--- src/rtl/pc_fetch_unit.sv ---
// pc_fetch_unit: instruction-fetch stage of the 16-bit SIMPLE core.
// Owns the program counter and issues one word fetch at a time over a
// req/ack handshake. Fetched words go to decode through a one-entry
// valid/ready output register. A taken branch (pcsrc) redirects fetch and
// squashes wrong-path data. A halt from decode parks the unit until reset.
//
// Optional build macro: PC_FETCH_PERF_EN adds the saturating counters
// perf_fetches (buffer loads) and perf_flushes (pcsrc cycles outside HALTED).
module pc_fetch_unit #(
    parameter logic [15:0] RESET_PC = 16'h0000
) (
    input  logic        clk,
    input  logic        rst_n,
    output logic        imem_req,
    output logic [15:0] imem_addr,
    input  logic        imem_ack,
    input  logic [15:0] imem_rdata,
    output logic        if_valid,
    input  logic        if_ready,
    output logic [15:0] if_instr,
    output logic [15:0] if_pc_plus_1,
    input  logic        pcsrc,
    input  logic [15:0] branch_addr,
    input  logic        halt,
    output logic        halted
`ifdef PC_FETCH_PERF_EN
    ,
    output logic [31:0] perf_fetches,
    output logic [15:0] perf_flushes
`endif
);

    typedef enum logic [1:0] {
        ST_IDLE   = 2'd0,
        ST_REQ    = 2'd1,
        ST_DROP   = 2'd2,
        ST_HALTED = 2'd3
    } state_t;

    state_t      state_q, state_d;
    logic [15:0] pc_q, pc_d;
    logic [15:0] addr_q, addr_d;          // address of the outstanding request
    logic        req_q, req_d;            // a request is held waiting for ack
    logic        halt_pend_q, halt_pend_d;
    logic        if_valid_q, if_valid_d;
    logic [15:0] if_instr_q, if_instr_d;
    logic [15:0] if_pc_plus_1_q, if_pc_plus_1_d;

    logic        can_take_s;
    logic        launch_s;
    logic        imem_req_s;
    logic [15:0] imem_addr_s;
    logic        ack_s;
    logic        load_s;

    // A new request starts only when the buffer will have room at the edge,
    // and not in a cycle that is about to redirect or halt.
    assign can_take_s  = ~if_valid_q | if_ready;
    assign launch_s    = (state_q == ST_REQ) & ~req_q & can_take_s & ~pcsrc & ~halt;
    assign imem_req_s  = req_q | launch_s;
    assign imem_addr_s = req_q ? addr_q : pc_q;
    assign ack_s       = imem_req_s & imem_ack;

    // Next-state, program counter and output-register update.
    always_comb begin
        state_d        = state_q;
        pc_d           = pc_q;
        addr_d         = addr_q;
        req_d          = req_q;
        halt_pend_d    = halt_pend_q;
        if_valid_d     = if_valid_q & ~if_ready;
        if_instr_d     = if_instr_q;
        if_pc_plus_1_d = if_pc_plus_1_q;
        load_s         = 1'b0;

        case (state_q)
            ST_IDLE: begin
                if (pcsrc) begin
                    pc_d = branch_addr;
                end else begin
                    pc_d = pc_q;
                end
                if (halt) begin
                    state_d = ST_HALTED;
                end else begin
                    state_d = ST_REQ;
                end
            end

            ST_REQ, ST_DROP: begin
                if (pcsrc) begin
                    // Redirect wins: new pc, squash the buffer and any ack data.
                    pc_d       = branch_addr;
                    if_valid_d = 1'b0;
                    if (req_q && !imem_ack) begin
                        // The old request must still complete; its data is junk.
                        state_d     = ST_DROP;
                        req_d       = 1'b1;
                        halt_pend_d = halt_pend_q | halt;
                    end else begin
                        req_d       = 1'b0;
                        halt_pend_d = 1'b0;
                        if (halt || halt_pend_q) begin
                            state_d = ST_HALTED;
                        end else begin
                            state_d = ST_REQ;
                        end
                    end
                end else if (ack_s) begin
                    req_d       = 1'b0;
                    halt_pend_d = 1'b0;
                    if (state_q == ST_REQ) begin
                        load_s = 1'b1;
                        pc_d   = pc_q + 16'd1;
                    end else begin
                        // Wrong-path data from DROP: pc already holds the target.
                        load_s = 1'b0;
                        pc_d   = pc_q;
                    end
                    if (halt || halt_pend_q) begin
                        state_d = ST_HALTED;
                    end else begin
                        state_d = ST_REQ;
                    end
                end else begin
                    if (launch_s) begin
                        req_d  = 1'b1;
                        addr_d = pc_q;
                    end else begin
                        req_d  = req_q;
                        addr_d = addr_q;
                    end
                    if (halt) begin
                        if (req_q) begin
                            halt_pend_d = 1'b1;
                        end else begin
                            state_d = ST_HALTED;
                        end
                    end else begin
                        halt_pend_d = halt_pend_q;
                    end
                end
            end

            ST_HALTED: begin
                state_d     = ST_HALTED;
                req_d       = 1'b0;
                halt_pend_d = 1'b0;
            end

            default: begin
                state_d     = ST_IDLE;
                req_d       = 1'b0;
                halt_pend_d = 1'b0;
                if_valid_d  = 1'b0;
            end
        endcase

        if (load_s) begin
            if_valid_d     = 1'b1;
            if_instr_d     = imem_rdata;
            if_pc_plus_1_d = imem_addr_s + 16'd1;
        end else begin
            if_instr_d     = if_instr_q;
            if_pc_plus_1_d = if_pc_plus_1_q;
        end
    end

    // State, program counter and output register flops.
    always_ff @(posedge clk or negedge rst_n) begin
        if (!rst_n) begin
            state_q        <= ST_IDLE;
            pc_q           <= RESET_PC;
            addr_q         <= RESET_PC;
            req_q          <= 1'b0;
            halt_pend_q    <= 1'b0;
            if_valid_q     <= 1'b0;
            if_instr_q     <= 16'h0000;
            if_pc_plus_1_q <= 16'h0000;
        end else begin
            state_q        <= state_d;
            pc_q           <= pc_d;
            addr_q         <= addr_d;
            req_q          <= req_d;
            halt_pend_q    <= halt_pend_d;
            if_valid_q     <= if_valid_d;
            if_instr_q     <= if_instr_d;
            if_pc_plus_1_q <= if_pc_plus_1_d;
        end
    end

    assign imem_req     = imem_req_s;
    assign imem_addr    = imem_addr_s;
    assign if_valid     = if_valid_q;
    assign if_instr     = if_instr_q;
    assign if_pc_plus_1 = if_pc_plus_1_q;
    assign halted       = (state_q == ST_HALTED);

`ifdef PC_FETCH_PERF_EN
    logic [31:0] perf_fetches_q, perf_fetches_d;
    logic [15:0] perf_flushes_q, perf_flushes_d;
    logic        flush_s;

    assign flush_s = pcsrc & (state_q != ST_HALTED);

    // Saturating event counters for loads and redirects.
    always_comb begin
        perf_fetches_d = perf_fetches_q;
        perf_flushes_d = perf_flushes_q;
        if (load_s && (perf_fetches_q != 32'hFFFF_FFFF)) begin
            perf_fetches_d = perf_fetches_q + 32'd1;
        end else begin
            perf_fetches_d = perf_fetches_q;
        end
        if (flush_s && (perf_flushes_q != 16'hFFFF)) begin
            perf_flushes_d = perf_flushes_q + 16'd1;
        end else begin
            perf_flushes_d = perf_flushes_q;
        end
    end

    // Counter flops.
    always_ff @(posedge clk or negedge rst_n) begin
        if (!rst_n) begin
            perf_fetches_q <= 32'd0;
            perf_flushes_q <= 16'd0;
        end else begin
            perf_fetches_q <= perf_fetches_d;
            perf_flushes_q <= perf_flushes_d;
        end
    end

    assign perf_fetches = perf_fetches_q;
    assign perf_flushes = perf_flushes_q;
`endif

endmodule

--- config.mk ---
export PLATFORM = sky130hd
export DESIGN_NAME = pc_fetch_unit
export DESIGN_NICKNAME = d
export VERILOG_FILES = /design/src/rtl/pc_fetch_unit.sv
export SDC_FILE = /design/constraint.sdc
export NUM_CORES = 1
export LEC_CHECK = 0
export ABC_AREA = 1
export BUFFER_PORTS_ARGS = -buffer_cell sky130_fd_sc_hd__buf_2
export CORE_ASPECT_RATIO = 0.5
export CORE_MARGIN = 2
export CORE_UTILIZATION = 55
export DETAILED_ROUTE_END_ITERATION = 8
export GPL_ROUTABILITY_DRIVEN = 0
export PLACE_DENSITY = 0.81
export SLEW_MARGIN = 20
export SYNTH_ARGS = -nofsm -noshare
export SYNTH_HDL_FRONTEND = slang
export SYNTH_SLANG_ARGS = --single-unit
--- constraint.sdc ---
create_clock -name clk -period 2.3 [get_ports clk]
set_clock_uncertainty 0.15 [all_clocks]
set_input_delay 0.46 -clock clk [delete_from_list [all_inputs] [get_ports clk]]
set_output_delay 0.46 -clock clk [all_outputs]
set_load 0.02 [all_outputs]
# Word level (Yosys, flattened, before mapping)
# Index checks and enable logic that the tools add are counted.
# op_classes
eq_ne	10
mul	0
div	0
bitwise	15
order_cmp	0
n_shift	0
n_mux	32
n_addsub	2
reduce_logical	12
# op_table
operator	n
$mux W16	5
$add A16 B1 Y16 const B	2
$pmux W16 S2	1
$mux W1	16
$ne A4 B4 Y1 const B	4
$mux W2	7
$reduce_and A4 Y1	2
$and A1 B1 Y1	6
$ne A3 B3 Y1 const B	2
$not A1 Y1	6
$pmux W2 S3	1
$eq A2 B2 Y1 const B	2
$pmux W1 S2	2
$reduce_and A2 Y1	2
$reduce_bool A2 Y1	2
$or A1 B1 Y1	3
$reduce_and A3 Y1	1
$eq A2 B1 Y1 const B	1
$logic_not A2 Y1	1
$ne A2 B2 Y1 const B	1
$reduce_or A2 Y1	1
$logic_and A1 B1 Y1	1
$logic_not A1 Y1	1
$logic_or A1 B1 Y1	1
# totals
ramBits	0
latch_bits	0
romBits	0
memories	0
reg_bits	69
word_cells	79

# Logic depth before layout (Yosys ltp)
# depth
depth_word	11
depth_mapped	14
depth_no_buf	13

# Worst setup path before layout
# OpenSTA, ideal clock, no wires.
# synth_path
path_type	reg-to-reg
from	register req_q
to	register if_pc_plus_1_q[14] (netlist: if_pc_plus_1[14])
path_slack_ns	-0.229
stages_incl_launch_ff	12
setup_time_ns	0.117
t_required_ns	2.033
arrival_time_ns	2.262
path_cell_list	dfrtp_1 buf_4 clkbuf_1 o21ai_0 ha_1 nand3_1 nor2_4 nand3_1 nand2_1 nand2_1 nand2_1 nand2_1
# synth_between
word_cells_on_any_way	12
cone_classes	add/sub: 1; mux: 4; bitwise: 7
# synth_lines
item	line_no	rtl
start, declared	43	logic req_q, req_d;
start signal, assigned	184	req_q <= req_d;
$mux W16	61	assign imem_addr_s = req_q ? addr_q : pc_q;
named net imem_addr[1]	15	output logic [15:0] imem_addr,
$add A16 B1 Y16	162	if_pc_plus_1_d = imem_addr_s + 16'd1;
end signal, assigned	188	if_pc_plus_1_q <= if_pc_plus_1_d;
end, declared	47	logic [15:0] if_pc_plus_1_q, if_pc_plus_1_d;
# The timed path passes the listed nets, and every way through them passes these cells.
# A chain may end at the register's enable or synchronous reset.

# Worst setup path in the final report
# layout_path
from	register req_q
to	output imem_addr[8]
# layout_between
elab_chain_cells	1
# layout_lines
item	line_no
$mux W16	61
end, declared	15
# Every way passes these cells.

==> impl_metrics.yaml <==
global_routing:
  grt_use_met2_pct: 42.0
  antenna_found_initial: 0
  use_met1_pct: 36.9
  grt_pass1_wl_um: 16900
  grt.busiest_layer: "met2"
  grt_usage_pct: 26.5
  met3_usage_pct: 6.11
  grt_pass1_vias: 3645
  grt_max_degree: 39
  grt-ovfl-total: 0
sta:
  worst_pin_slew_ns: 0.449
  period_minus_slack_ns: 2.22
  slew_headroom_pct: 70.0
  drv_slew: 0
  max_freq_ghz: 0.451
  hold_viol: 0
  fin_crit_sh_pct: 96.4
  holdWs_ns: 0.173
  setup_violations: 0
  rsz0062_at_grt: "true"
worst_hold_path:
  min_from: "imem_rdata[15]"
  hold_path_class: "in2reg"
  hold_end: "if_instr[15]"
  min_path_cells: 3
die:
  start_util_pct: 56.0
  die_y_um: 64.6
  core_mm2: 0.00721
  io_pins: 89
  rows: 22
  die_area_mm2: 0.00809
  die_w_um: 125
power_and_ir_drop:
  clkPwrFrac_pct: 17.4
  seq_power_share_pct: 29.3
  power_frac_comb_pct: 53.3
  switching_power_w: 0.00346
  power.internal_w: 0.00369
  switching_share_pct: 48.4
  cellLeakagePower_nw: 2.72
  ir_drop_uv: 606
  power_density_mw_per_mm2: 1450
placement:
  dp_hpwl_um: 7410
  io_buffer_count: 88
synth:
  postSynthCellCount: 592
  ys_warn_count: 0
  ys_seq_elements: 69
  synth_cell_types: 29
  syn_nets: 635
  synth_top_area_cell: "dfrtp_1"
  yosys.area.top_type_share_pct: 42.8
  synth.area.top_cells: "dfrtp_1 (43%), nand2_1 (24%), inv_1 (5.3%)"
  syn_area_per_cell_um2: 6.82
  ys_seq_area_share_pct: 42.8
  syn_area_mm2: 0.00404
detailed_routing:
  routed_via_density: 5.07
  routedWlPerCell_um: 13.0
  drtAntennaViolNets: 0
  drc: 0
  num_vias: 3995
  wl_um: 10200
  drtIter0Drc: 363
  drt_pass1_iterations: 5
worst_setup_path:
  path_buf_inv: 4
  cp-end-kind: "output pin"
  reg2reg_slack_ns: 0.19
  crit_path_start_kind: "register"
  crit_path_max_incr_delay_ns: 0.45
  worstSetupPathType: "reg2out"
  cp_slowest_cell: "dfrtp_2"
  cp.required_ns: 1.69
  reg2reg_from: "state_q[0]"
  critical_path.max_fanout: 10
  critical-path-top-delay-family: "buffers and inverters"
  critPathArrivalTime_ns: 1.61
  crit_chain: "buf_4 > buf_4 > nand2_1 > nand2_1 > inv_2 > buf_2"
  reg2reg_to: "if_pc_plus_1[5]"
  r2r_cells: 9
cells_and_area:
  layout-drive-gt1-share_pct: 19.9
  n_fill_cell: 601
  area_delta_synth_final_pct: 22.2
  antenna-diode-count: 0
  finish.utilization_pct: 68.4
  nets: 731
cts:
  cts_buffers: 9
  cts_root_buf: "clkbuf_16"
  h-tree-depth: 3
  clk_latency_ns: 0.34
  cts_tree: "yes"
  cts.sinks: 69
  clockBufferDepth: 2
  path_clk_slew_ns: 0.06
run:
  cap_viol_max_count: 0
outcome:
  status: "complete, no violations"
==> state kept, by name (all words and copies together), names as in the netlist <==
signal and cells:
if_instr 16, pc_q 16, req_q 1, if_valid 1, state_q 2, halt_pend_q 1
if_pc_plus_1 16, addr_q 16
==> cell families after synthesis <==
logic type	share of synthesized area (%)
AO/OA/AOI/OAI	8.43
XOR/XNOR	2.39
adder cells (fa/ha/maj)	1.55
buffers and inverters	8.58
flip-flops	42.8
AND/OR/NAND/NOR	36.3
==> repair_timing <==
item	4_1_cts	5_1_grt
endpoints found under the setup margin	9	26
hold buffers	1	0
gates cloned	0	1
hold endpoints to repair	15	0
setup buffers	0	2
resized for setup	2	15
pin swaps	0	1
==> per-layer routing <==
metal	wire length (um)	vias to the layer above	share of wire, %
met1	4760	1808	47
met3	715	14	7.0
met2	4610	143	45
met4	128	0	1.3
met5	0	-	0
li1	-	2030	-
==> cells in the final DEF (no fill, tap or decap), types with 2 or more instances in the layout <==
master | Yosys | final
ha_1 | 5 | 5
clkbuf_16 | 0 | 9
buf_6 | 3 | 2
inv_2 | 3 | 3
buf_12 | 0 | 2
nand3_2 | 1 | 2
nor2_2 | 2 | 2
o21ai_0 | 36 | 30
nand4_1 | 10 | 10
o211ai_1 | 5 | 5
nand2_4 | 1 | 2
o21ai_1 | 17 | 22
buf_4 | 2 | 11
nor2_1 | 51 | 51
nand2_1 | 260 | 259
nand2_2 | 2 | 2
dfrtp_1 | 69 | 68
xor2_1 | 10 | 10
clkinv_2 | 0 | 4
buf_2 | 9 | 88
a21oi_1 | 6 | 6
nand3_1 | 26 | 25
nor3_1 | 4 | 4
inv_1 | 57 | 55
clkinvlp_4 | 0 | 3
==> Yosys cell counts <==
library cell and number:
clkbuf_1 6, inv_2 3, nand2_1 260, or2_1 1, nand3_1 26, xor2_1 10
nand4_1 10, o21ai_0 36, xnor2_1 1, a21oi_1 6, nor2_4 1, buf_6 3
ha_1 5, clkbuf_2 1, nor2_1 51, dfrtp_1 69, buf_2 9, o21ai_1 17
or2_2 1, nand2_2 2, o21bai_1 1, buf_4 2, nor2_2 2, inv_1 57
nor3_1 4, nand3_2 1, nor3_4 1, o211ai_1 5, nand2_4 1
==> how the worst max path moves through the flow <==
stage	startpoint	endpoint	slack, ns	depth (start not counted)
after floorplan	req_q	if_pc_plus_1[14]	0.002	11
after global placement	req_q	pc_q[8]	0.22	10
after detailed placement	state_q[1]	pc_q[8]	0.15	12
after CTS	req_q	imem_addr[9]	0.004	3
after global routing	state_q[0]	if_pc_plus_1[5]	-0.008	9
final	req_q	imem_addr[8]	0.08	6
==> power by group through the flow <==
| stage | clock network [W] | registers (W) | logic [W] |
|---|---|---|---|
| floorplan | 0 | 0.00234 | 0.00226 |
| global placement | 0 | 0.00207 | 0.00358 |
| detailed placement | 0 | 0.00210 | 0.00366 |
| CTS | 0.00127 | 0.00209 | 0.00369 |
| global route | 0.00132 | 0.00216 | 0.00427 |
| finish | 0.00124 | 0.00209 | 0.00381 |
==> stage by stage <==
stage / total power, W / instances / setup TNS (ns) / cell area, um2 / setup slack, ns
final: 0.00715 / 788 / 0 / 4940 / 0.0820
after CTS: 0.00705 / 785 / 0 / 4890 / 0.00432
after global placement: 0.00564 / 769 / 0 / 4610 / 0.223
after floorplan: 0.00460 / 592 / 0 / 4040 / 0.00156
after global routing: 0.00775 / 788 / -0.00780 / 4940 / -0.00780
after detailed placement: 0.00575 / 769 / 0 / 4610 / 0.152
==> area by class of cell <==
type,count,area (um2),area share (%)
Timing Repair inverter,1,7.51,0.152
Tap cell,96,120,2.43
Multi-Input combinational cell,442,1980,40.2
Clock buffer,10,239,4.84
Inverter,60,231,4.69
Sequential cell,69,1730,35.0
Timing Repair Buffer,105,601,12.2
Clock inverter,5,27.5,0.558
==> worst register-to-register path: cells and delay by family, from the launching register on <==
| family | cells | cell delay (ns) |
|---|---|---|
| AO/OA/AOI/OAI | 1 | 0.15 |
| flip-flops | 1 | 0.37 |
| AND/OR/NAND/NOR | 3 | 0.56 |
| adder cells (fa/ha/maj) | 1 | 0.30 |
| buffers and inverters | 4 | 0.51 |
(Power assumes the default switching activity.)
